--- src/rtl/ex_service_ctrl.sv ---
// Exception service controller: round-robin picks one stalled thread, reports its
// cause to the host over valid/ready, pulses clr_ex to that thread, then waits for
// the stall to drop (bounded by TIMEOUT) before the next grant.
// Latency: ex_valid one cycle after a stall is sampled in IDLE; 4-cycle minimum service period.
// Backpressure: ex_ready low holds REPORT indefinitely with ex_code/ex_thr frozen.
//
// Ports:
//   clk, rst        clock, asynchronous active-high reset
//   csr_stall       per-thread exception-pending flags
//   ex_cause        packed per-thread 6-bit cause codes
//   cause_thr       packed per-thread 8-bit thread ids
//   clr_ex          one-hot single-cycle clear pulse to the serviced thread
//   ex_valid/ready  host handshake for the captured record
//   ex_code, ex_thr captured record
//   ex_count        saturating count of accepted records
//   timeout_err     sticky flag: a thread kept its stall past TIMEOUT after clr_ex
//   busy            controller is not idle
module ex_service_ctrl #(
    parameter int NUM_THR = 4,
    parameter int TIMEOUT = 8
) (
    input  logic                   clk,
    input  logic                   rst,
    input  logic [NUM_THR-1:0]     csr_stall,
    input  logic [6*NUM_THR-1:0]   ex_cause,
    input  logic [8*NUM_THR-1:0]   cause_thr,
    output logic [NUM_THR-1:0]     clr_ex,
    output logic                   ex_valid,
    input  logic                   ex_ready,
    output logic [5:0]             ex_code,
    output logic [7:0]             ex_thr,
    output logic [15:0]            ex_count,
    output logic                   timeout_err,
    output logic                   busy
);

    localparam int SW = (NUM_THR > 1) ? $clog2(NUM_THR) : 1;
    localparam int TW = $clog2(TIMEOUT + 1);

    typedef enum logic [1:0] {IDLE, REPORT, CLEAR, DRAIN} state_t;

    state_t          r_state;
    state_t          w_next;
    logic [SW-1:0]   r_rr_ptr;
    logic [SW-1:0]   r_sel;
    logic [5:0]      r_code;
    logic [7:0]      r_thr;
    logic [15:0]     r_ex_count;
    logic            r_timeout_err;
    logic [TW-1:0]   r_timer;

    logic [SW-1:0]   w_grant;
    logic            w_found;
    logic            w_sel_stall;
    logic            w_timer_done;
    logic [5:0]      w_cause_arr [NUM_THR];
    logic [7:0]      w_thr_arr   [NUM_THR];

    // Unpack the per-thread fields so they can be selected by a narrow index.
    for (genvar g = 0; g < NUM_THR; g++) begin : g_unpack
        assign w_cause_arr[g] = ex_cause[6*g +: 6];
        assign w_thr_arr[g]   = cause_thr[8*g +: 8];
    end

    assign w_sel_stall  = csr_stall[r_sel];
    // Timer counts completed DRAIN cycles with stall still high; the TIMEOUT-th one gives up.
    assign w_timer_done = (r_timer == TW'(TIMEOUT - 1));

    // Round-robin search: first pending thread at offsets 0..NUM_THR-1 from r_rr_ptr.
    always_comb begin
        logic [SW:0] w_sum;
        w_sum   = '0;
        w_found = 1'b0;
        w_grant = '0;
        for (int i = 0; i < NUM_THR; i++) begin
            w_sum = {1'b0, r_rr_ptr} + (SW+1)'(i);
            if (w_sum >= (SW+1)'(NUM_THR)) begin
                w_sum = w_sum - (SW+1)'(NUM_THR);
            end
            if (!w_found && csr_stall[w_sum[SW-1:0]]) begin
                w_found = 1'b1;
                w_grant = w_sum[SW-1:0];
            end
        end
    end

    // State register
    always_ff @(posedge clk or posedge rst) begin
        if (rst) begin
            r_state <= IDLE;
        end else begin
            r_state <= w_next;
        end
    end

    // Next-state logic
    always_comb begin
        w_next = r_state;
        case (r_state)
            IDLE:    if (w_found) w_next = REPORT;
            REPORT:  if (ex_ready) w_next = CLEAR;
            CLEAR:   w_next = DRAIN;
            DRAIN:   if (!w_sel_stall || w_timer_done) w_next = IDLE;
            default: w_next = IDLE;
        endcase
    end

    // Outputs are decoded from state only, so reset clears them asynchronously.
    always_comb begin
        clr_ex   = '0;
        ex_valid = (r_state == REPORT);
        busy     = (r_state != IDLE);
        if (r_state == CLEAR) begin
            clr_ex[r_sel] = 1'b1;
        end
    end

    assign ex_code     = r_code;
    assign ex_thr      = r_thr;
    assign ex_count    = r_ex_count;
    assign timeout_err = r_timeout_err;

    // Datapath: capture, counter, pointer advance, drain timer
    always_ff @(posedge clk or posedge rst) begin
        if (rst) begin
            r_rr_ptr      <= '0;
            r_sel         <= '0;
            r_code        <= '0;
            r_thr         <= '0;
            r_ex_count    <= '0;
            r_timeout_err <= 1'b0;
            r_timer       <= '0;
        end else begin
            case (r_state)
                IDLE: begin
                    if (w_found) begin
                        r_sel  <= w_grant;
                        r_code <= w_cause_arr[w_grant];
                        r_thr  <= w_thr_arr[w_grant];
                    end
                end
                REPORT: begin
                    if (ex_ready && (r_ex_count != 16'hFFFF)) begin
                        r_ex_count <= r_ex_count + 16'd1;
                    end
                end
                CLEAR: begin
                    // Pointer moves past the serviced thread so it goes to the back of the line.
                    r_rr_ptr <= (r_sel == SW'(NUM_THR - 1)) ? '0 : r_sel + 1'b1;
                    r_timer  <= '0;
                end
                DRAIN: begin
                    if (w_sel_stall) begin
                        if (w_timer_done) begin
                            r_timeout_err <= 1'b1;
                        end else begin
                            r_timer <= r_timer + 1'b1;
                        end
                    end
                end
                default: ;
            endcase
        end
    end

endmodule

--- config.mk ---
export PLATFORM = sky130hd
export DESIGN_NAME = ex_service_ctrl
export DESIGN_NICKNAME = d
export VERILOG_FILES = /design/src/rtl/ex_service_ctrl.sv
export SDC_FILE = /design/constraint.sdc
export NUM_CORES = 1
export LEC_CHECK = 0
export CAP_MARGIN = 10
export CORE_UTILIZATION = 35
export CTS_CLUSTER_SIZE = 24
export DETAILED_ROUTE_END_ITERATION = 7
export GPL_TIMING_DRIVEN = 0
export PLACE_DENSITY_LB_ADDON = 0.08
export SLEW_MARGIN = 20
export SYNTH_ARGS = -nofsm -noshare
export SYNTH_HDL_FRONTEND = slang
export SYNTH_SLANG_ARGS = --single-unit
--- constraint.sdc ---
create_clock -name clk -period 3.8 [get_ports clk]
set_input_delay 0.57 -clock clk [delete_from_list [all_inputs] [get_ports clk]]
set_output_delay 0.57 -clock clk [all_outputs]
set_load 0.02 [all_outputs]
# Word-level counts from Yosys, hierarchy flattened
# Index checks and enable logic that the tools add are counted.
# word_totals
register_bits	41
inputBits	63
out_inout_bits	37
word_cells	98
# op_classes
add_sub_neg	10
n_lt_le_gt_ge	11
n_eq_ne	11
muxes	39
bitwise_logic	1
reduce_logical	18
# op_table
op	n
$mux W2	12
$add A16 B1 Y16 const B	1
$bmux W8 S2	1
$mux W8	2
$ne A16 B16 Y1 const B	1
$lt A2 B3 Y1 const B	5
$bmux W6 S2	1
$ge A3 B3 Y1 const B	4
$mux W4	3
$mux W6	2
$bmux W1 S2	5
$mux W1	10
$reduce_and A3 Y1	3
$ne A2 B2 Y1 const B	4
$pmux W2 S4	1
$pmux W4 S2	1
$sub A2 B1 Y2 const B	4
$add A2 B2 Y3 const B	2
$eq A2 B2 Y1 const B	3
$logic_and A1 B1 Y1	5
$add A4 B1 Y4 const B	1
$eq A4 B3 Y1 const B	1
$logic_not A1 Y1	4
$reduce_and A2 Y1	2
11 further kinds	12

# Logic depth before layout (Yosys ltp)
# Gate-level depths: netlist of run 1.
# logic_depth
word_depth	18
mapped_depth	7
depth_no_buf	7

# Worst setup path after synthesis of run 1
# Ideal clock, no wire load.
# synth_path
kind	input -> register
from	in csr_stall[3]
to	reg r_timer[1]
setup_time_ps	121
arrival_time_ps	1667
required_ps	3679
path_slack_ps	2012
cell_stages	4
path_buffers	0
cell_sequence	mux4_2 -> nand2_2 -> mux2_4 -> a22o_1
# synth_via
elab_chain_cells	4
# synth_lines
element	line_no	text
start, declared	24	input logic [NUM_THR-1:0] csr_stall,
$bmux W1 S2	65	assign w_sel_stall = csr_stall[r_sel];
$mux W1 (implied by the code)	65	
$ne A2 B2 Y1 (no source line)	--	
$reduce_and A3 Y1 (no source line)	--	
end signal, assigned	157	r_timer <= r_timer + 1'b1;
end, declared	50	logic [TW-1:0] r_timer;
# Every way passes these cells. The select of a mux whose other input is x is not followed.
# A chain may end at the register's enable or synchronous reset.

# Worst setup path after layout of run 1
# layout_path
from	reg r_state[0]
to	out clr_ex[3]
# layout_via
elab_chain_cells	2
# layout_lines
element	line_no	text
start, declared	42	state_t r_state;
start signal, assigned	92	r_state <= w_next;
$eq A2 B2 Y1	113	if (r_state == CLEAR) begin
$mux W4	113	
end, declared	27	output logic [NUM_THR-1:0] clr_ex,
# Every way passes these cells.

==> impl_metrics.py, run 1 <==
metrics = {
    "outcome": {
        "status": "complete, no violations",
    },
    "sta": {
        "setup_viol": 0,
        "fmax_ghz": 0.4014,
        "fin_tns_setup_ns": 0,
        "final_max_slew_viol_count": 0,
        "final_hold_viol_count": 0,
        "fin_skew_ns": 0.009778,
        "slew_headroom": 0.7112,
        "tightestPinTransition_ns": 0.4333,
        "min_period_ns": 2.492,
        "fin_crit_sh": 0.6557,
        "rsz0062_at_grt": "no",
        "whs_ns": 0.4799,
    },
    "critical_path": {
        "reg2reg_from": "r_sel[0]$_DFFE_PP0P_",
        "cp-end-kind": "output port",
        "crit_path_max_incr_delay_ns": 0.60,
        "startpoint": "r_state[0]$_DFFE_PP0P_",
        "slowest_stage": "clkdlybuf4s50_1",
        "crit_fanout": 8,
        "cp-start-kind": "flop",
        "worst_ep_arrival_time_ns": 1.92,
        "critPathKind": "reg -> out",
        "crit_chain": "inv_1 -> ha_1 -> and2_1 -> clkdlybuf4s50_1",
        "cp.required_ns": 3.23,
    },
    "cts": {
        "clk_latency_ns": 0.30,
        "clk_pin_slew_worst_paths_ns": 0.08,
        "cts_buffer_depth": 2,
        "ctsResizeCount": 0,
        "root_buffer": "clkbuf_8",
        "hold_buffers": 0,
        "cts_setup_buffers": 0,
        "htree_levels": 2,
        "cts_tree": "done",
        "numCtsBuffers": 5,
        "clock-sinks": 41,
    },
    "power": {
        "ir_worst_vdd_mv": 0.2732,
        "p_leak_nw": 1.596,
        "p_total_mw": 2.228,
        "powerDensity_mw_per_mm2": 617.2,
    },
    "die": {
        "num_io_pins": 100,
        "dieArea_sq_mm": 0.007239,
        "rows": 29,
        "fp.coreArea_sq_mm": 0.006495,
        "die_h_um": 85.09,
        "die_x_um": 85.09,
        "initial_core_util": 0.3720,
    },
    "layout": {
        "fin_cells": 405,
        "final_common_cell": "clkdlybuf4s50_1",
        "final_cell_mix": "clkdlybuf4s50_1, dfrtp_1, mux2i_1, nand2_1",
        "fillCellCount": 575,
        "syn_to_final_growth_pct": 49.40,
        "drive_gt1_frac": 0.09451,
        "fin_nets": 400,
        "fin_area_sq_mm": 0.003610,
        "n_antenna_cell": 0,
    },
    "global_routing": {
        "grt_usage": 0.1692,
        "grt_pass1_vias": 2015,
        "grt_max_degree": 31,
        "grt_pass1_wl_um": 9618,
        "grt_antenna_before_repair": 0,
        "grt_remaining_overflow": 0,
    },
    "place": {
        "hpwl_um": 4603,
        "postPlaceCellArea_sq_mm": 0.003523,
        "dp.cells": 397,
        "io_buffers": 99,
        "gp_congestion": 0.7354,
    },
    "synth": {
        "synth_cells": 220,
        "synthArstFlopShare": 1.000,
        "seq_area_frac_synth": 0.4247,
        "avgSynthCellArea_sq_um": 10.98,
        "syn-cell-area_sq_mm": 0.002416,
        "syn-num-nets": 293,
        "synth_seq_cells": 41,
        "synth_enable_flop_cells": 0,
        "ys.flop_type": "dfrtp_1",
        "ys_types": 44,
        "yosys_warnings": 0,
    },
    "detailed_routing": {
        "ant_nets": 0,
        "vias": 2072,
        "drt_wl_total_um": 6001,
        "routedWlPerCell_um": 14.82,
        "via_per_inst": 5.116,
        "drtIter0Drc": 36,
        "drcViolationCount": 0,
        "firstDrtPassIters": 4,
    },
    "min_path": {
        "hold_start": "timeout_err$_DFFE_PP0P_",
        "hp-class": "reg -> reg",
    },
    "flow_run": {
        "drv_cap": 0,
    },
}
[path summary, 6_finish.rpt]
path,to,slack (ns),cells after the start
max,clr_ex[3],1.31,4
min,timeout_err$_DFFE_PP0P_,0.48,1
max reg2reg,r_timer[1]$_DFFE_PP0P_,1.99,4
min reg2reg,timeout_err$_DFFE_PP0P_,0.48,1
max in group asynchronous,ex_thr[1]$_DFFE_PP0P_,2.82,3
min in group asynchronous,ex_code[4]$_DFFE_PP0P_,0.52,2
[cell families (layout without fill, tap and decap cells)]
| kind of cell | count (synthesis) | after routing | synth area share |
|---|---|---|---|
| compound gates | 33 | 33 | 0.1176 |
| xor+xnor | 16 | 16 | 0.05800 |
| fa+ha+maj | 10 | 10 | 0.05179 |
| buf+inv | 17 | 125 | 0.04971 |
| flops | 41 | 41 | 0.4246 |
| mux | 33 | 33 | 0.1471 |
| simple gates | 70 | 70 | 0.1512 |
[cell usage after synthesis (2+ instances only)]
master	instances	area, sq um
o31ai_1	2	15.01
nand3_1	15	75.07
mux2i_1	28	280.3
nand2_1	22	82.58
o221ai_1	15	131.4
buf_12	2	40.04
nor2_1	6	22.52
a21oi_1	3	15.01
and3_1	6	37.54
and2_1	5	31.28
dfrtp_1	41	1026
buf_6	3	33.78
ha_1	10	125.1
inv_1	9	33.78
nor3_1	2	10.01
nor2b_1	2	12.51
nand2_2	3	18.77
a22o_1	2	17.52
xor2_1	2	17.52
xnor2_1	14	122.6
nand3b_1	2	15.01
nand4_1	2	12.51
o221ai_2	2	30.03
mux2_4	2	30.03
[final cells by class]
| type | count | area, sq um | area share |
|---|---|---|---|
| plain buffers | 8 | 86.33 | 0.02392 |
| multi-input cells | 162 | 1270 | 0.3518 |
| clock inverters | 3 | 17.52 | 0.004853 |
| well taps | 77 | 96.34 | 0.02669 |
| inverters | 9 | 33.78 | 0.009359 |
| flip-flops and latches | 41 | 1026 | 0.2842 |
| clock buffers | 5 | 68.82 | 0.01906 |
| repair buffers | 100 | 1011 | 0.2801 |
[worst max-delay path, delay by kind of cell, from the launching register on]
family / cells / cell delay (ns)
flip-flops: 1 / 0.41
adder cells (fa/ha/maj): 1 / 0.33
buffers and inverters: 2 / 0.70
AND/OR/NAND/NOR: 1 / 0.19
[power by group]
part	leakage [nW]	internal (mW)	switching [mW]	total, mW
combinational	1.02	0.630	0.609	1.24
clock	0.0439	0.127	0.160	0.287
sequential	0.531	0.579	0.123	0.703
[registers in the layout (all words and copies together) (netlist names)]
signal,flops
r_state,2
r_timer,4
timeout_err,1
r_sel,2
r_rr_ptr,2
ex_thr,8
ex_code,6
ex_count,16
[per-layer routing]
metal / track usage / share of wire / vias to the layer above
met1: 0.2262 / 0.47 / 998
met4: 0.04777 / 0.0092 / 0
met2: 0.2801 / 0.47 / 58
li1: - / - / 1011
met5: 0 / 0 / -
met3: 0.03210 / 0.050 / 5
[stage by stage]
| step | setup slack (ns) | utilization |
|---|---|---|
| 3_3_place_gp | 1.331 | 0.5394 |
| 3_5_place_dp | 1.346 | 0.5425 |
| 5_1_grt | 1.227 | 0.5558 |
| 6_report | 1.308 | 0.5558 |
| 2_1_floorplan | 2.012 | - |
| 4_1_cts | 1.290 | 0.5558 |
Note: power is estimated with default switching activity, not from simulation.
==> inputs of run 2 (changes only) <==
==> constraint.sdc (replaced) <==
create_clock -name clk -period 2.2 [get_ports clk]
set_input_delay 0.33 -clock clk [delete_from_list [all_inputs] [get_ports clk]]
set_output_delay 0.33 -clock clk [all_outputs]
set_load 0.02 [all_outputs]
==> impl_metrics.py, run 2 (same netlist as run 1, synthesis figures left out) <==
metrics = {
    "outcome": {
        "status": "complete, no violations",
    },
    "power": {
        "ir_worst_vdd_mv": 0.4489,
        "power_switching_mw": 1.540,
        "pwr-share-seq": 0.316,
        "comb_power_share": 0.556,
        "p_leak_nw": 1.664,
        "p_sw_frac": 0.4003,
        "powerDensity_mw_per_mm2": 1062,
        "p_total_mw": 3.846,
        "p_clk_frac": 0.129,
        "p_int_mw": 2.306,
    },
    "detailed_routing": {
        "drt_wl_total_um": 6001,
        "via_per_inst": 5.114,
        "drcViolationCount": 0,
        "vias": 2071,
        "routedWlPerCell_um": 14.82,
        "ant_nets": 0,
        "firstDrtPassIters": 4,
        "drtIter0Drc": 35,
    },
    "layout": {
        "utilization": 0.5577,
        "final_common_cell": "clkdlybuf4s50_1",
        "drive_gt1_frac": 0.09756,
        "final_cell_mix": "clkdlybuf4s50_1, dfrtp_1, mux2i_1, nand2_1",
        "fin_cells": 405,
        "fillCellCount": 575,
        "n_antenna_cell": 0,
        "largest_reg_flops": 16,
        "syn_to_final_growth_pct": 49.92,
        "multi_input_area_sq_mm": 0.001272,
        "regArea_sq_mm": 0.001026,
        "fin_area_sq_mm": 0.003622,
        "fin_nets": 400,
    },
    "critical_path": {
        "cp.required_ns": 1.87,
        "reg2reg_from": "r_sel[0]$_DFFE_PP0P_",
        "crit_fanout": 4,
        "startpoint": "r_state[1]$_DFFE_PP0P_",
        "cp-start-kind": "flop",
        "critPathKind": "reg -> out",
        "worst_ep_arrival_time_ns": 1.73,
        "cp-end-kind": "output port",
    },
    "die": {
        "dieArea_sq_mm": 0.007239,
        "initial_core_util": 0.3720,
        "fp.coreArea_sq_mm": 0.006495,
        "rows": 29,
        "die_x_um": 85.09,
        "num_io_pins": 100,
        "die_h_um": 85.09,
    },
    "sta": {
        "fin_tns_setup_ns": 0,
        "whs_ns": 0.2823,
        "rsz0062_at_grt": "no",
        "min_period_ns": 2.065,
        "setup_viol": 0,
        "slew_headroom": 0.7058,
        "final_max_slew_viol_count": 0,
        "fmax_ghz": 0.4844,
        "fin_crit_sh": 0.9385,
        "tightestPinTransition_ns": 0.4413,
        "final_hold_viol_count": 0,
        "fin_skew_ns": 0.009606,
        "finalWorstSetupSlack_ns": 0.1354,
    },
    "cts": {
        "hold_buffers": 0,
        "clock-sinks": 41,
        "htree_levels": 2,
        "cts_setup_buffers": 0,
        "numCtsBuffers": 5,
        "cts_buffer_depth": 2,
        "cts_tree": "done",
        "root_buffer": "clkbuf_8",
        "clk_latency_ns": 0.30,
        "clk_pin_slew_worst_paths_ns": 0.09,
    },
    "place": {
        "io_buffers": 99,
        "hpwl_um": 4603,
        "post-place-ws_ns": -0.01448,
        "gp_congestion": 0.7354,
        "postPlaceCellArea_sq_mm": 0.003523,
        "dp.cells": 397,
    },
    "global_routing": {
        "grt_antenna_before_repair": 0,
        "grt_usage": 0.1692,
        "grt_max_degree": 31,
        "grt_pass1_wl_um": 9618,
        "grt_remaining_overflow": 0,
        "grt_pass1_vias": 2015,
    },
    "min_path": {
        "hp-class": "in -> async",
    },
    "flow_run": {
        "drv_cap": 0,
    },
}
==> run 2: critical path, cell delays in order, from the launching register on <==
cell,delay (ns)
dfrtp_1,0.41
inv_1,0.08
ha_1,0.23
inv_1,0.11
clkdlybuf4s50_1,0.61
==> run 2: worst paths after layout <==
kind	end	slack (ns)	cells past startpoint
min in group clk	timeout_err$_DFFE_PP0P_	0.48	1
worst max-delay path	busy	0.14	4
worst max register to register	r_timer[1]$_DFFE_PP0P_	0.38	4
max in group asynchronous	ex_thr[1]$_DFFE_PP0P_	1.46	3
worst min register to register	timeout_err$_DFFE_PP0P_	0.48	1
worst min-delay path	ex_code[4]$_DFFE_PP0P_	0.28	2
==> run 2: cell type report <==
| cell class | instances | share of cell area |
|---|---|---|
| clock inverters | 3 | 0.004836 |
| multi-input cells | 162 | 0.3513 |
| well taps | 77 | 0.02660 |
| inverters | 9 | 0.009326 |
| repair buffers | 100 | 0.2819 |
| clock buffers | 5 | 0.01900 |
| plain buffers | 8 | 0.02383 |
| flip-flops and latches | 41 | 0.2832 |
==> run 2: layer usage <==
layer	wire length, um	GRT usage	part of all wire
met5	0	0	0
met3	319	0.03210	0.053
met2	2839	0.2801	0.47
met1	2787	0.2262	0.46
met4	55	0.04777	0.0092
==> run 2: repair_timing <==
| item | CTS | global route |
|---|---|---|
| endpoints found under the hold margin | 0 | 0 |
| gates resized for setup | 1 | 4 |
| gates cloned | 0 | 0 |
| setup endpoints to repair | 4 | 4 |
==> run 2: power groups by stage <==
stage	logic (mW)	clock network [mW]	registers, mW
after floorplan	1.18	0	1.40
after global placement	2.13	0	1.22
after detailed placement	2.17	0	1.23
after CTS	2.18	0.514	1.22
after global routing	2.34	0.543	1.26
final	2.14	0.495	1.21
==> inputs of run 3 (changes only) <==
--- a/config.mk
+++ b/config.mk
@@ -6,10 +6,12 @@
 export NUM_CORES = 1
 export LEC_CHECK = 0
 export CAP_MARGIN = 10
+export CORE_MARGIN = 2
 export CORE_UTILIZATION = 35
 export CTS_CLUSTER_SIZE = 24
 export DETAILED_ROUTE_END_ITERATION = 7
 export GPL_TIMING_DRIVEN = 0
+export MAX_ROUTING_LAYER = met4
 export PLACE_DENSITY_LB_ADDON = 0.08
 export SLEW_MARGIN = 20
 export SYNTH_ARGS = -nofsm -noshare
==> impl_metrics.py, run 3 (same netlist as run 1, synthesis figures left out) <==
metrics = {
    "outcome": {
        "status": "complete, no violations",
    },
    "detailed_routing": {
        "drtIter0Drc": 39,
        "via_per_inst": 4.995,
        "drcViolationCount": 0,
        "routedWlPerCell_um": 14.62,
        "ant_nets": 0,
        "firstDrtPassIters": 4,
        "drt_wl_total_um": 5963,
        "vias": 2038,
    },
    "cts": {
        "cts_tree": "done",
        "clock-sinks": 41,
        "clk_latency_ns": 0.29,
        "hold_buffers": 0,
        "root_buffer": "clkbuf_8",
        "numCtsBuffers": 5,
        "cts_buffer_depth": 2,
        "clk_pin_slew_worst_paths_ns": 0.08,
        "htree_levels": 2,
        "cts_setup_buffers": 0,
    },
    "critical_path": {
        "worst_r2r_path_depth": 4,
        "crit_path_max_incr_delay_ns": 0.61,
        "r2r_setup_slack_ns": 0.40,
        "cp-start-kind": "flop",
        "cp.required_ns": 1.87,
        "cp_top_family": "buffers and inverters",
        "r2r_end": "r_timer[1]$_DFFE_PP0P_",
        "reg2reg_from": "r_sel[0]$_DFFE_PP0P_",
        "critPathKind": "reg -> out",
        "crit_chain": "inv_1 -> ha_1 -> inv_1 -> clkdlybuf4s50_1",
        "crit_cells": 4,
        "slowest_stage": "clkdlybuf4s50_1",
        "worst_ep_arrival_time_ns": 1.74,
        "crit_fanout": 4,
        "cp-end-kind": "output port",
        "cp_common_cell": "inv_1",
        "crit_buf_inv": 3,
    },
    "sta": {
        "whs_ns": 0.3685,
        "final_max_slew_viol_count": 0,
        "fin_skew_ns": 0.005153,
        "finalWorstSetupSlack_ns": 0.1290,
        "rsz0062_at_grt": "no",
        "min_period_ns": 2.071,
        "slew_headroom": 0.6808,
        "tightestPinTransition_ns": 0.4782,
        "fin_crit_sh": 0.9414,
        "final_hold_viol_count": 0,
        "fmax_ghz": 0.4829,
        "fin_tns_setup_ns": 0,
        "setup_viol": 0,
    },
    "layout": {
        "largest_reg_flops": 16,
        "fin_cells": 408,
        "final_common_cell": "clkdlybuf4s50_1",
        "fin_nets": 400,
        "utilization": 0.5430,
        "final_cell_mix": "clkdlybuf4s50_1, dfrtp_1, mux2i_1, nand2_1",
        "fin_area_sq_mm": 0.003649,
        "drive_gt1_frac": 0.09756,
        "syn_to_final_growth_pct": 51.01,
        "n_antenna_cell": 0,
        "fillCellCount": 598,
    },
    "min_path": {
        "hp-class": "in -> async",
    },
    "global_routing": {
        "grt_max_degree": 23,
        "grt_antenna_before_repair": 0,
        "grt_pass1_wl_um": 9453,
        "grt_pass1_vias": 1870,
        "grt_usage": 0.1650,
        "grt_remaining_overflow": 0,
    },
    "power": {
        "ir_worst_vdd_mv": 0.4227,
        "p_total_mw": 3.880,
        "p_leak_nw": 1.678,
        "powerDensity_mw_per_mm2": 1063,
    },
    "flow_run": {
        "drv_cap": 0,
    },
    "die": {
        "die_h_um": 87.09,
        "rows": 30,
        "fp.coreArea_sq_mm": 0.006719,
        "num_io_pins": 100,
        "dieArea_sq_mm": 0.007584,
        "die_x_um": 87.09,
        "initial_core_util": 0.3596,
    },
    "place": {
        "io_buffers": 99,
        "postPlaceCellArea_sq_mm": 0.003535,
        "dp.cells": 400,
        "post-place-ws_ns": 0.02720,
        "hpwl_um": 4630,
        "gp_congestion": 0.7475,
    },
}
## run 3: changes by cell type in the layout (fill, tap and decap cells not counted), sizes merged
cell / change
clkinv: -1
clkinvlp: -1
clkbuf: +2
## run 3: worst register-to-register path, delay by kind of cell (launching register included)
family             cells  cell delay [ns]
muxes                  2             0.90
and+or+nand+nor        1             0.14
AOI/OAI and AO/OA      1             0.17
DFF                    1             0.47
## run 3: worst max-delay path by stage
stage	from	to	slack, ns
floorplan	ex_count[0]$_DFFE_PP0P_	ex_count[1]$_DFFE_PP0P_	0.50
global placement	rst	ex_thr[5]$_DFFE_PP0P_	-0.03
detailed placement	csr_stall[0]	ex_thr[1]$_DFFE_PP0P_	0.03
CTS	r_state[0]$_DFFE_PP0P_	clr_ex[0]	0.02
global route	r_state[1]$_DFFE_PP0P_	busy	0.006
finish	r_state[1]$_DFFE_PP0P_	busy	0.13
## run 3: area by class of cell
type                    instances  area (sq um)  area share
plain buffers                   8         86.33     0.02366
clock buffers                   7         96.34     0.02641
clock inverters                 1         5.005    0.001372
inverters                       9         33.78    0.009259
multi-input cells             162          1272      0.3488
flip-flops and latches         41          1026      0.2812
well taps                      80         100.1     0.02743
repair buffers                100          1028      0.2819
## run 3: report_power, final
group | switching (mW) | leakage (nW) | total, mW | internal (mW)
sequential | 0.218 | 0.531 | 1.22 | 1.00
combinational | 1.03 | 1.09 | 2.12 | 1.08
clock | 0.262 | 0.0542 | 0.546 | 0.284
total | 1.51 | 1.68 | 3.88 | 2.37
## run 3: metal layers
| metal | vias up | track usage | part of all wire |
|---|---|---|---|
| met1 | 973 | 0.2269 | 0.47 |
| li1 | 1014 | - | - |
| met5 | - | - | 0 |
| met2 | 45 | 0.2436 | 0.48 |
| met3 | 6 | 0.03507 | 0.041 |
| met4 | 0 | 0.05114 | 0.011 |
## run 3: timing repair
item                                    4_1_cts  5_1_grt
endpoints found under the hold margin         0        0
endpoints found under the setup margin        4        4
gates resized for setup                       1        4
